### config.mk
export PLATFORM = sky130hd
export DESIGN_NAME = fpu_cmd_sequencer
export DESIGN_NICKNAME = d
export VERILOG_FILES = /design/src/rtl/fpu_cmd_sequencer.sv
export SDC_FILE = /design/constraint.sdc
export NUM_CORES = 1
export LEC_CHECK = 0
export CAP_MARGIN = 20
export CORE_ASPECT_RATIO = 1.1
export CORE_UTILIZATION = 49
export CTS_BUF_LIST = sky130_fd_sc_hd__clkbuf_8 sky130_fd_sc_hd__clkbuf_16
export CTS_CLUSTER_SIZE = 24
export DETAILED_ROUTE_END_ITERATION = 10
export GPL_TIMING_DRIVEN = 0
export HOLD_SLACK_MARGIN = 0.06
export PLACE_DENSITY = 0.77
export SLEW_MARGIN = 20
export SYNTH_ARGS = -nofsm -noshare
export SYNTH_HDL_FRONTEND = slang
export SYNTH_SLANG_ARGS = --single-unit
export TNS_END_PERCENT = 100
### constraint.sdc
create_clock -name clk -period 2.6 [get_ports clk]
set_clock_uncertainty 0.05 [all_clocks]
set_input_delay 0.52 -clock clk [delete_from_list [all_inputs] [get_ports clk]]
set_output_delay 0.52 -clock clk [all_outputs]
set_load 0.005 [all_outputs]
### src/rtl/fpu_cmd_sequencer.sv
// ============================================================================
// fpu_cmd_sequencer
// ----------------------------------------------------------------------------
// Host-side controller for the byte-wide FPU register interface. One request
// (opcode + two 32-bit operands) produces nine register writes (A bytes at
// 0..3, B bytes at 4..7, opcode at 8). The sequencer then waits for
// fpu_cmd_end and reads the four result bytes at RES_BASE..RES_BASE+3. It
// acknowledges with fpu_end_ack and returns the 32-bit result. It is the only
// master of the fpu bus.
//
// Ports
//   clk, arst_n        clock, asynchronous active-low reset
//   start              request pulse, sampled only while idle
//   opcode/op_a/op_b   request payload, latched when start is accepted
//   busy               high from accepted start until done/err
//   done               1-cycle pulse, result valid
//   err                1-cycle pulse on fpu_cmd_end timeout
//   result             last completed result, held until the next done
//   fpu_addr           fpu register address
//   fpu_data_out       write data to the fpu
//   fpu_data_in        read data from the fpu
//   fpu_cs_n           chip select, active low
//   fpu_rd_n           read strobe, active low
//   fpu_wr_n           write strobe, active low
//   fpu_end_ack        end acknowledge to the fpu
//   fpu_cmd_end        fpu command complete
//   fpu_busy           fpu operation in progress
//
// All outputs come straight from flops.
// ============================================================================
module fpu_cmd_sequencer #(
  parameter int unsigned STROBE_CYC = 1,
  parameter int unsigned GAP_CYC    = 1,
  parameter logic [5:0]  RES_BASE   = 6'h09,
  parameter int unsigned TIMEOUT    = 4096
) (
  input  logic        clk,
  input  logic        arst_n,
  input  logic        start,
  input  logic [7:0]  opcode,
  input  logic [31:0] op_a,
  input  logic [31:0] op_b,
  output logic        busy,
  output logic        done,
  output logic        err,
  output logic [31:0] result,
  output logic [5:0]  fpu_addr,
  output logic [7:0]  fpu_data_out,
  input  logic [7:0]  fpu_data_in,
  output logic        fpu_cs_n,
  output logic        fpu_rd_n,
  output logic        fpu_wr_n,
  output logic        fpu_end_ack,
  input  logic        fpu_cmd_end,
  input  logic        fpu_busy
);

  localparam int unsigned     TW       = $clog2(TIMEOUT + 1);
  localparam logic [TW-1:0]   TMO_LAST = TW'(TIMEOUT - 1);
  localparam logic [7:0]      STB_LAST = 8'(STROBE_CYC - 1);
  localparam logic [7:0]      GAP_LAST = 8'(GAP_CYC - 1);

  typedef enum logic [2:0] {
    ST_IDLE     = 3'd0,
    ST_WAIT_RDY = 3'd1,
    ST_WR_STB   = 3'd2,
    ST_WR_GAP   = 3'd3,
    ST_WAIT_END = 3'd4,
    ST_RD_STB   = 3'd5,
    ST_RD_GAP   = 3'd6,
    ST_ACK      = 3'd7
  } state_t;

  // Byte i of the write payload {opcode, op_b, op_a}.
  function automatic logic [7:0] wr_byte(input logic [71:0] w, input logic [3:0] i);
    logic [7:0] b;
    case (i)
      4'd0:    b = w[7:0];
      4'd1:    b = w[15:8];
      4'd2:    b = w[23:16];
      4'd3:    b = w[31:24];
      4'd4:    b = w[39:32];
      4'd5:    b = w[47:40];
      4'd6:    b = w[55:48];
      4'd7:    b = w[63:56];
      4'd8:    b = w[71:64];
      default: b = 8'h00;
    endcase
    return b;
  endfunction

  state_t        state_q, state_d;
  logic [3:0]    idx_q, idx_d;
  logic [7:0]    cnt_q, cnt_d;
  logic [TW-1:0] tmo_q, tmo_d;
  logic [71:0]   wdata_q, wdata_d;
  logic [31:0]   shadow_q, shadow_d;
  logic          busy_q, busy_d;
  logic          done_q, done_d;
  logic          err_q, err_d;
  logic [31:0]   result_q, result_d;
  logic [5:0]    addr_q, addr_d;
  logic [7:0]    data_out_q, data_out_d;
  logic          cs_n_q, cs_n_d;
  logic          rd_n_q, rd_n_d;
  logic          wr_n_q, wr_n_d;
  logic          end_ack_q, end_ack_d;

  // Next-state, counters and status outputs; bus outputs follow from the next state.
  always_comb begin
    state_d    = state_q;
    idx_d      = idx_q;
    cnt_d      = cnt_q;
    tmo_d      = tmo_q;
    wdata_d    = wdata_q;
    shadow_d   = shadow_q;
    busy_d     = busy_q;
    done_d     = 1'b0;
    err_d      = 1'b0;
    result_d   = result_q;
    end_ack_d  = 1'b0;

    case (state_q)
      ST_IDLE: begin
        // done_q high means this is the completion cycle; start is not taken then.
        if (start && !done_q) begin
          wdata_d = {opcode, op_b, op_a};
          busy_d  = 1'b1;
          state_d = ST_WAIT_RDY;
        end else begin
          state_d = ST_IDLE;
        end
      end

      ST_WAIT_RDY: begin
        if (fpu_busy || fpu_cmd_end) begin
          state_d = ST_WAIT_RDY;
        end else begin
          idx_d   = 4'd0;
          cnt_d   = 8'd0;
          state_d = ST_WR_STB;
        end
      end

      ST_WR_STB: begin
        if (cnt_q == STB_LAST) begin
          cnt_d   = 8'd0;
          state_d = ST_WR_GAP;
        end else begin
          cnt_d = cnt_q + 8'd1;
        end
      end

      ST_WR_GAP: begin
        if (cnt_q == GAP_LAST) begin
          cnt_d = 8'd0;
          if (idx_q == 4'd8) begin
            tmo_d   = '0;
            state_d = ST_WAIT_END;
          end else begin
            idx_d   = idx_q + 4'd1;
            state_d = ST_WR_STB;
          end
        end else begin
          cnt_d = cnt_q + 8'd1;
        end
      end

      ST_WAIT_END: begin
        if (fpu_cmd_end) begin
          idx_d   = 4'd0;
          cnt_d   = 8'd0;
          state_d = ST_RD_STB;
        end else if (tmo_q == TMO_LAST) begin
          // Abort: pulse err and end_ack together, result untouched.
          err_d     = 1'b1;
          end_ack_d = 1'b1;
          busy_d    = 1'b0;
          state_d   = ST_IDLE;
        end else begin
          tmo_d = tmo_q + TW'(1);
        end
      end

      ST_RD_STB: begin
        if (cnt_q == STB_LAST) begin
          // Sample on the last strobe cycle so the fpu has the full strobe to drive.
          shadow_d[{idx_q[1:0], 3'b000} +: 8] = fpu_data_in;
          cnt_d   = 8'd0;
          state_d = ST_RD_GAP;
        end else begin
          cnt_d = cnt_q + 8'd1;
        end
      end

      ST_RD_GAP: begin
        if (cnt_q == GAP_LAST) begin
          cnt_d = 8'd0;
          if (idx_q == 4'd3) begin
            end_ack_d = 1'b1;
            state_d   = ST_ACK;
          end else begin
            idx_d   = idx_q + 4'd1;
            state_d = ST_RD_STB;
          end
        end else begin
          cnt_d = cnt_q + 8'd1;
        end
      end

      ST_ACK: begin
        if (!fpu_cmd_end) begin
          result_d = shadow_q;
          done_d   = 1'b1;
          busy_d   = 1'b0;
          state_d  = ST_IDLE;
        end else begin
          end_ack_d = 1'b1;
        end
      end

      default: begin
        busy_d  = 1'b0;
        state_d = ST_IDLE;
      end
    endcase
  end

  // Bus strobes, address and write data derived from the next state.
  // addr/data only change on entry to a strobe, so they hold through the gap.
  always_comb begin
    cs_n_d     = 1'b1;
    rd_n_d     = 1'b1;
    wr_n_d     = 1'b1;
    addr_d     = addr_q;
    data_out_d = data_out_q;
    case (state_d)
      ST_WR_STB: begin
        cs_n_d     = 1'b0;
        wr_n_d     = 1'b0;
        addr_d     = {2'b00, idx_d};
        data_out_d = wr_byte(wdata_d, idx_d);
      end
      ST_WR_GAP: begin
        addr_d     = {2'b00, idx_d};
        data_out_d = wr_byte(wdata_d, idx_d);
      end
      ST_RD_STB: begin
        cs_n_d = 1'b0;
        rd_n_d = 1'b0;
        addr_d = RES_BASE + {2'b00, idx_d};
      end
      ST_RD_GAP: begin
        addr_d = RES_BASE + {2'b00, idx_d};
      end
      default: begin
        addr_d = addr_q;
      end
    endcase
  end

  // State and output registers; reset aborts any transaction immediately.
  always_ff @(posedge clk or negedge arst_n) begin
    if (!arst_n) begin
      state_q    <= ST_IDLE;
      idx_q      <= 4'd0;
      cnt_q      <= 8'd0;
      tmo_q      <= '0;
      wdata_q    <= 72'd0;
      shadow_q   <= 32'd0;
      busy_q     <= 1'b0;
      done_q     <= 1'b0;
      err_q      <= 1'b0;
      result_q   <= 32'd0;
      addr_q     <= 6'd0;
      data_out_q <= 8'd0;
      cs_n_q     <= 1'b1;
      rd_n_q     <= 1'b1;
      wr_n_q     <= 1'b1;
      end_ack_q  <= 1'b0;
    end else begin
      state_q    <= state_d;
      idx_q      <= idx_d;
      cnt_q      <= cnt_d;
      tmo_q      <= tmo_d;
      wdata_q    <= wdata_d;
      shadow_q   <= shadow_d;
      busy_q     <= busy_d;
      done_q     <= done_d;
      err_q      <= err_d;
      result_q   <= result_d;
      addr_q     <= addr_d;
      data_out_q <= data_out_d;
      cs_n_q     <= cs_n_d;
      rd_n_q     <= rd_n_d;
      wr_n_q     <= wr_n_d;
      end_ack_q  <= end_ack_d;
    end
  end

  assign busy         = busy_q;
  assign done         = done_q;
  assign err          = err_q;
  assign result       = result_q;
  assign fpu_addr     = addr_q;
  assign fpu_data_out = data_out_q;
  assign fpu_cs_n     = cs_n_q;
  assign fpu_rd_n     = rd_n_q;
  assign fpu_wr_n     = wr_n_q;
  assign fpu_end_ack  = end_ack_q;

endmodule

==> impl_metrics.csv, run 1 <==
group,metric,value,unit
timing,setup-violations-final,13,
placement,placed_area,10500,um2
yosys,ys_ff_latch,184,
yosys,synth_top_family_by_area,"simple AND/OR/NAND/NOR gates",
power_and_ir_drop,pwr_density_cell,1230,nW/um2
clocking,clockRootBuffer,"clkbuf_16",
critical_path,regToRegSetupSlack,-310,ps
yosys,yosysSeqAreaShare,0.524,
routing,viasPerCell,5.75,
finish,final_area,12300,um2
yosys,synth_area,8800,um2
finish,final_nets,1156,
yosys,async_reset_ff_frac,1.00,
timing,timing.final.crit_share,1.12,
yosys,yosysWarnings,0,
finish,drive_gt1_frac,0.280,
placement,gp_congestion,0.895,
timing,min_period,2910,ps
clocking,clkTransAtPathRegs,70,ps
yosys,yosysMostFrequentCell,"nand2_1",
floorplan,fp.coreArea,17600,um2
routing,final_antenna_net_count,0,
critical_path,critPathArrivalTime,3220,ps
timing,timing.max_slew.rel_slack,0.426,
yosys,synth_mux_area_frac,0.115,
critical_path,start_kind,"flop",
grt,grt_remaining_overflow,0,
floorplan,ios,138,
critical_path,path_max_fanout,5,
worst_hold_path,hold_path_class,"primary input to asynchronous set/reset pin",
yosys,synth_top_flop_cell,"dfrtp_1",
yosys,ys_top_cells_by_area,"dfrtp_1 51%, mux2_2 9.6%, nand2_1 8.4%",
status,status,"finished, violations left",
yosys,synth_fa_ha_area_frac,0.0114,
yosys,synth_common_cells,"196 x nand2_1, 181 x dfrtp_1, 75 x mux2_2, 56 x o21ai_0, 26 x nor2_1",
clocking,cts_buffer_depth,2,
grt,grt_pass1_vias,7438,
yosys,syn_avg_cell_area,10.4,um2
clocking,cts_max_level,4,
power_and_ir_drop,ir_drop,769,uV
yosys,synth_cell_types,77,
routing,first_pass_iters,5,
yosys,synth_compound_area_frac,0.124,
yosys,syn_inst,849,
clocking,cts_hold_buf,0,
yosys,synthXorXnorAreaFrac,0.00995,
floorplan,fp.dieArea,18500,um2
yosys,synth-simple-area-share,0.182,
floorplan,die_w,130,um
power_and_ir_drop,leakage,0.00535,uW
yosys,postSynthNetCount,942,
timing,rsz0062_at_grt,"true",
floorplan,initial_core_util,0.500,
power_and_ir_drop,power.total,15200,uW
placement,place_ws,-1290,ps
run,drv_cap,0,
placement,port_buffers,136,
timing,slew_violations,0,
routing,wire_per_inst,19.4,um
finish,areaGrowthSynthToFinish,40.1,%
yosys,synth_edf_count,0,
timing,hold_ws,48.0,ps
clocking,cts_buffers,17,
timing,tns,-3380,ps
timing,worstMarginPinSlew,860,ps
critical_path,crit_type,"flop to flop",
grt,grt_antenna_before_repair,0,
routing,initialDrtViolationCount,651,
floorplan,die_height,143,um
routing,vias,7562,
timing,fmax,344,MHz
finish,antennaDiodeCount,0,
clocking,cts_tree,"done",
grt,grt_util_all_layers,0.278,
routing,drc,0,
yosys,yosys.area.top_type_share,0.515,
placement,place_hpwl,15.8,mm
floorplan,row_count,51,
yosys,synth_area_leader_cell,"dfrtp_1",
critical_path,worstSetupEndpointType,"flop",
clocking,cts_sinks,184,
grt,grt_max_degree,96,
timing,timing.final.ws_setup,-309,ps
grt,grt_pass1_wl,38.9,mm
critical_path,required,2910,ps
timing,hold_viol,0,
routing,drt_wl_total,25.5,mm
clocking,clock_latency,440,ps
finish,n_fill_cell,1235,
status,violations,"setup timing",
stage by stage:
step,utilization,std cells
after floorplan,-,849
after global placement,0.596,1223
after detailed placement,0.597,1224
after CTS,0.687,1301
after global routing,0.700,1314
final,0.700,1314
worst paths after layout:
| path | endpoint | cells after the start | startpoint |
|---|---|---|---|
| worst max-delay path | fpu_data_out[1]$_DFFE_PN0P_ | 11 | cnt_q[0]$_DFFE_PN0P_ |
| min in group clk | result[7]$_DFFE_PN0P_ | 2 | shadow_q[7]$_DFFE_PN0P_ |
| max in group asynchronous | idx_q[3]$_DFF_PN0_ | 2 | arst_n |
| worst max register to register | fpu_data_out[1]$_DFFE_PN0P_ | 11 | cnt_q[0]$_DFFE_PN0P_ |
| worst min register to register | result[7]$_DFFE_PN0P_ | 2 | shadow_q[7]$_DFFE_PN0P_ |
| worst min-delay path | result[24]$_DFFE_PN0P_ | 1 | arst_n |
critical path, stage by stage (launching register included):
cell and delay [ps]:
dfrtp_1 390, inv_1 70, ha_2 180, or4b_4 520, nor2_4 240, a21oi_4 110
or2_4 300, buf_12 140, buf_12 120, mux2i_1 120, a2111o_1 440, a41oi_2 160
per-layer routing:
| layer | part of all wire | track usage | vias up |
|---|---|---|---|
| met5 | 0 | 0 | - |
| met4 | 0.044 | 0.113 | 0 |
| met3 | 0.055 | 0.0579 | 87 |
| met2 | 0.50 | 0.468 | 330 |
| met1 | 0.40 | 0.346 | 3706 |
| li1 | - | - | 3439 |
registers in the layout, summed over array words and instances, names as in the netlist, 3 cells and up:
name / flops
cnt_q: 8
fpu_addr: 5
fpu_data_out: 8
idx_q: 4
result: 32
shadow_q: 32
state_q: 3
tmo_q: 13
wdata_q: 72
cells in the final DEF, fill, tap and decap left out, types with 5 or more instances in the layout:
cell	Yosys	final
mux2i_1	8	8
o21ai_0	56	53
a2111o_1	7	7
nor4b_2	1	7
nor2_1	26	21
a211oi_4	0	7
o31ai_1	7	6
clkbuf_16	0	17
mux2_2	75	76
a21oi_1	25	23
nand2b_1	9	9
nor3_1	20	19
buf_2	15	7
inv_2	4	5
and3_1	9	8
nand2_1	196	196
buf_6	3	10
inv_1	13	11
a21boi_0	7	6
a41oi_2	0	8
clkbuf_1	17	10
ha_1	8	5
dfrtp_1	181	179
buf_4	3	59
xnor2_1	8	7
a211o_1	6	6
nand3_1	15	14
clkdlybuf4s50_1	0	134
layout make-up:
| class | count | area, um2 | area share |
|---|---|---|---|
| well taps | 238 | 298 | 0.0241 |
| inverters | 17 | 66.3 | 0.00538 |
| repair buffers | 196 | 1920 | 0.155 |
| flip-flops and latches | 184 | 4610 | 0.374 |
| clock inverters | 14 | 210 | 0.0170 |
| clock buffers | 18 | 439 | 0.0356 |
| multi-input cells | 605 | 4490 | 0.364 |
| plain buffers | 42 | 307 | 0.0249 |
what timing repair did:
item                       in CTS  in global routing
gates resized for setup       111                 35
setup endpoints to repair      29                 58
setup buffers                  45                 14
pin swaps                      43                 19
cloned                          1                  0
cell families after synthesis:
kind of cell | Yosys count
AO/OA/AOI/OAI | 162
XOR/XNOR | 10
adder cells (fa/ha/maj) | 8
buffers and inverters | 60
flip-flops | 184
multiplexers | 89
other | 1
AND/OR/NAND/NOR | 335
where the power goes:
group	switching, uW	total [uW]	internal [uW]
logic	3890	7770	3870
registers	569	4600	4030
clock network	1170	2840	1660
No activity file was read; power rests on OpenSTA's default activity.
==> run 2, diff against run 1 <==
--- a/config.mk
+++ b/config.mk
@@ -9,7 +9,8 @@
 export CORE_ASPECT_RATIO = 1.1
 export CORE_UTILIZATION = 49
 export CTS_BUF_LIST = sky130_fd_sc_hd__clkbuf_8 sky130_fd_sc_hd__clkbuf_16
-export CTS_CLUSTER_SIZE = 24
+export CTS_CLUSTER_DIAMETER = 150
+export CTS_CLUSTER_SIZE = 10
 export DETAILED_ROUTE_END_ITERATION = 10
 export GPL_TIMING_DRIVEN = 0
 export HOLD_SLACK_MARGIN = 0.06
==> results of run 2 <==
Same layout as run 1: the final DEF is identical, and so are final timing and power.
==> run 3, diff against run 2 <==
--- a/config.mk
+++ b/config.mk
@@ -7,14 +7,15 @@
 export LEC_CHECK = 0
 export CAP_MARGIN = 20
 export CORE_ASPECT_RATIO = 1.1
-export CORE_UTILIZATION = 49
+export CORE_UTILIZATION = 47
 export CTS_BUF_LIST = sky130_fd_sc_hd__clkbuf_8 sky130_fd_sc_hd__clkbuf_16
 export CTS_CLUSTER_DIAMETER = 150
 export CTS_CLUSTER_SIZE = 10
 export DETAILED_ROUTE_END_ITERATION = 10
 export GPL_TIMING_DRIVEN = 0
 export HOLD_SLACK_MARGIN = 0.06
-export PLACE_DENSITY = 0.77
+export PLACE_DENSITY = 0.74
+export SKIP_CTS_REPAIR_TIMING = 1
 export SLEW_MARGIN = 20
 export SYNTH_ARGS = -nofsm -noshare
 export SYNTH_HDL_FRONTEND = slang
==> impl_metrics.csv, run 3 (synthesis results as in run 1) <==
group,metric,value,unit
critical_path,cp_slowest_stage_delay,510,ps
grt,grt_max_degree,101,
placement,gp_congestion,0.889,
critical_path,path_cells,"inv_1 -> ha_2 -> or4b_4 -> o31ai_1 -> mux4_2 -> and4bb_4 -> or2_4 -> a21o_1 -> a221o_1",
timing,slew_violations,0,
timing,min_period,2850,ps
timing,hold_ws,60.1,ps
timing,worstMarginPinSlew,930,ps
floorplan,die_height,146,um
power_and_ir_drop,clkPwrFrac,0.170,
timing,tns,-2540,ps
critical_path,required,2860,ps
clocking,cts_tree,"done",
timing,rsz0062_at_grt,"true",
grt,grt_pass1_vias,6794,
critical_path,crit_type,"flop to flop",
routing,wire_per_inst,17.6,um
critical_path,cp_num_buf_inv,1,
power_and_ir_drop,p_switching,5260,uW
critical_path,worstSetupEndpointType,"flop",
power_and_ir_drop,ir_drop,605,uV
routing,vias,7216,
clocking,clock_latency,440,ps
critical_path,crit_family,"simple AND/OR/NAND/NOR gates",
finish,final_nets,1133,
floorplan,row_count,52,
power_and_ir_drop,swShare,0.367,
routing,viasPerCell,5.57,
finish,largest_reg_flops,72,
power_and_ir_drop,leakage,0.00521,uW
run,drv_cap,0,
grt,grt_util_all_layers,0.232,
clocking,cts_buffer_depth,2,
routing,final_antenna_net_count,0,
status,status,"finished, violations left",
floorplan,fp.dieArea,19300,um2
timing,setup-violations-final,13,
routing,initialDrtViolationCount,621,
routing,drt_wl_total,22.9,mm
critical_path,critPathArrivalTime,3110,ps
grt,grt_antenna_before_repair,0,
clocking,cts_buffers,17,
power_and_ir_drop,seq_power_share,0.318,
timing,fmax,351,MHz
finish,fin_util,0.655,
finish,areaGrowthSynthToFinish,36.5,%
critical_path,start_kind,"flop",
power_and_ir_drop,pwr_density_cell,1190,nW/um2
power_and_ir_drop,p_int,9060,uW
critical_path,path_max_fanout,5,
routing,first_pass_iters,6,
finish,regMostFlops,"wdata_q",
clocking,cts_sinks,184,
timing,timing.final.ws_setup,-246,ps
finish,final_common_cell,"nand2_1",
grt,grt_remaining_overflow,0,
clocking,clockRootBuffer,"clkbuf_16",
finish,antennaDiodeCount,0,
floorplan,fp.coreArea,18300,um2
routing,drc,0,
floorplan,die_w,132,um
clocking,clkTransAtPathRegs,70,ps
placement,place_ws,-1260,ps
placement,port_buffers,136,
status,violations,"setup timing",
timing,hold_viol,0,
floorplan,initial_core_util,0.480,
timing,timing.max_slew.rel_slack,0.379,
power_and_ir_drop,comb_power_share,0.512,
timing,timing.final.crit_share,1.09,
power_and_ir_drop,power.total,14300,uW
finish,n_fill_cell,1404,
critical_path,regToRegSetupSlack,-250,ps
placement,place_hpwl,15.5,mm
floorplan,ios,138,
worst_hold_path,hold_path_class,"primary input to asynchronous set/reset pin",
critical_path,crit_slowest_cell,"or4b_4",
clocking,cts_max_level,4,
finish,drive_gt1_frac,0.255,
grt,grt_pass1_wl,35.0,mm
finish,mostFrequentLayoutCells,"196 x nand2_1, 180 x dfrtp_1, 134 x clkdlybuf4s50_1",
run 3: changes by cell type in the layout (fill, tap and decap cells not counted), sizes merged:
cell          before  now
dlymetal6s2s       0    1
clkinvlp           4    2
buf               86   54
dlygate4sd2        1    0
inv               23   22
clkinv             0    5
bufinv             4    0
clkbuf            35   46
run 3: metrics by stage:
stage          instance area, um2  cells
6_report                    12000   1296
2_1_floorplan                8830    849
5_1_grt                     12000   1296
3_5_place_dp                10600   1230
3_3_place_gp                10500   1228
4_1_cts                     11100   1262
run 3: final timing paths:
| kind | from | to | cells after the start |
|---|---|---|---|
| min reg2reg | shadow_q[6]$_DFFE_PN0P_ | result[6]$_DFFE_PN0P_ | 2 |
| min in group clk | shadow_q[6]$_DFFE_PN0P_ | result[6]$_DFFE_PN0P_ | 2 |
| max reg2reg | cnt_q[0]$_DFFE_PN0P_ | fpu_addr[3]$_DFFE_PN0P_ | 9 |
| min | arst_n | result[18]$_DFFE_PN0P_ | 2 |
| max in group asynchronous | arst_n | idx_q[1]$_DFF_PN0_ | 3 |
| max | cnt_q[0]$_DFFE_PN0P_ | fpu_addr[3]$_DFFE_PN0P_ | 9 |
run 3: power by group through the flow:
stage                     sequential (uW)  combinational, uW  clock [uW]
after floorplan                      4460               3520           0
after global placement               4560               5270           0
after detailed placement             4590               5390           0
after CTS                            4540               5420        2480
after global routing                 4680               7860        2600
final                                4550               7340        2440
run 3: area by class of cell:
cell class,count,area [um2],share of cell area
inverter,17,66.3,0.00552
multi-input combinational,605,4430,0.368
clock inverter,12,92.6,0.00771
timing repair buffer,172,1750,0.146
tap,243,304,0.0253
clock buffer,20,467,0.0388
sequential,184,4610,0.384
buffer,43,299,0.0249
run 3: metal layers:
layer | vias to the layer above | part of all wire | GRT usage | wire length, um
met1 | 3481 | 0.43 | 0.312 | 9780
li1 | 3384 | - | - | -
met2 | 316 | 0.49 | 0.373 | 11100
met4 | 0 | 0.025 | 0.0885 | 560
met3 | 35 | 0.060 | 0.0432 | 1380
met5 | - | 0 | 0 | 0
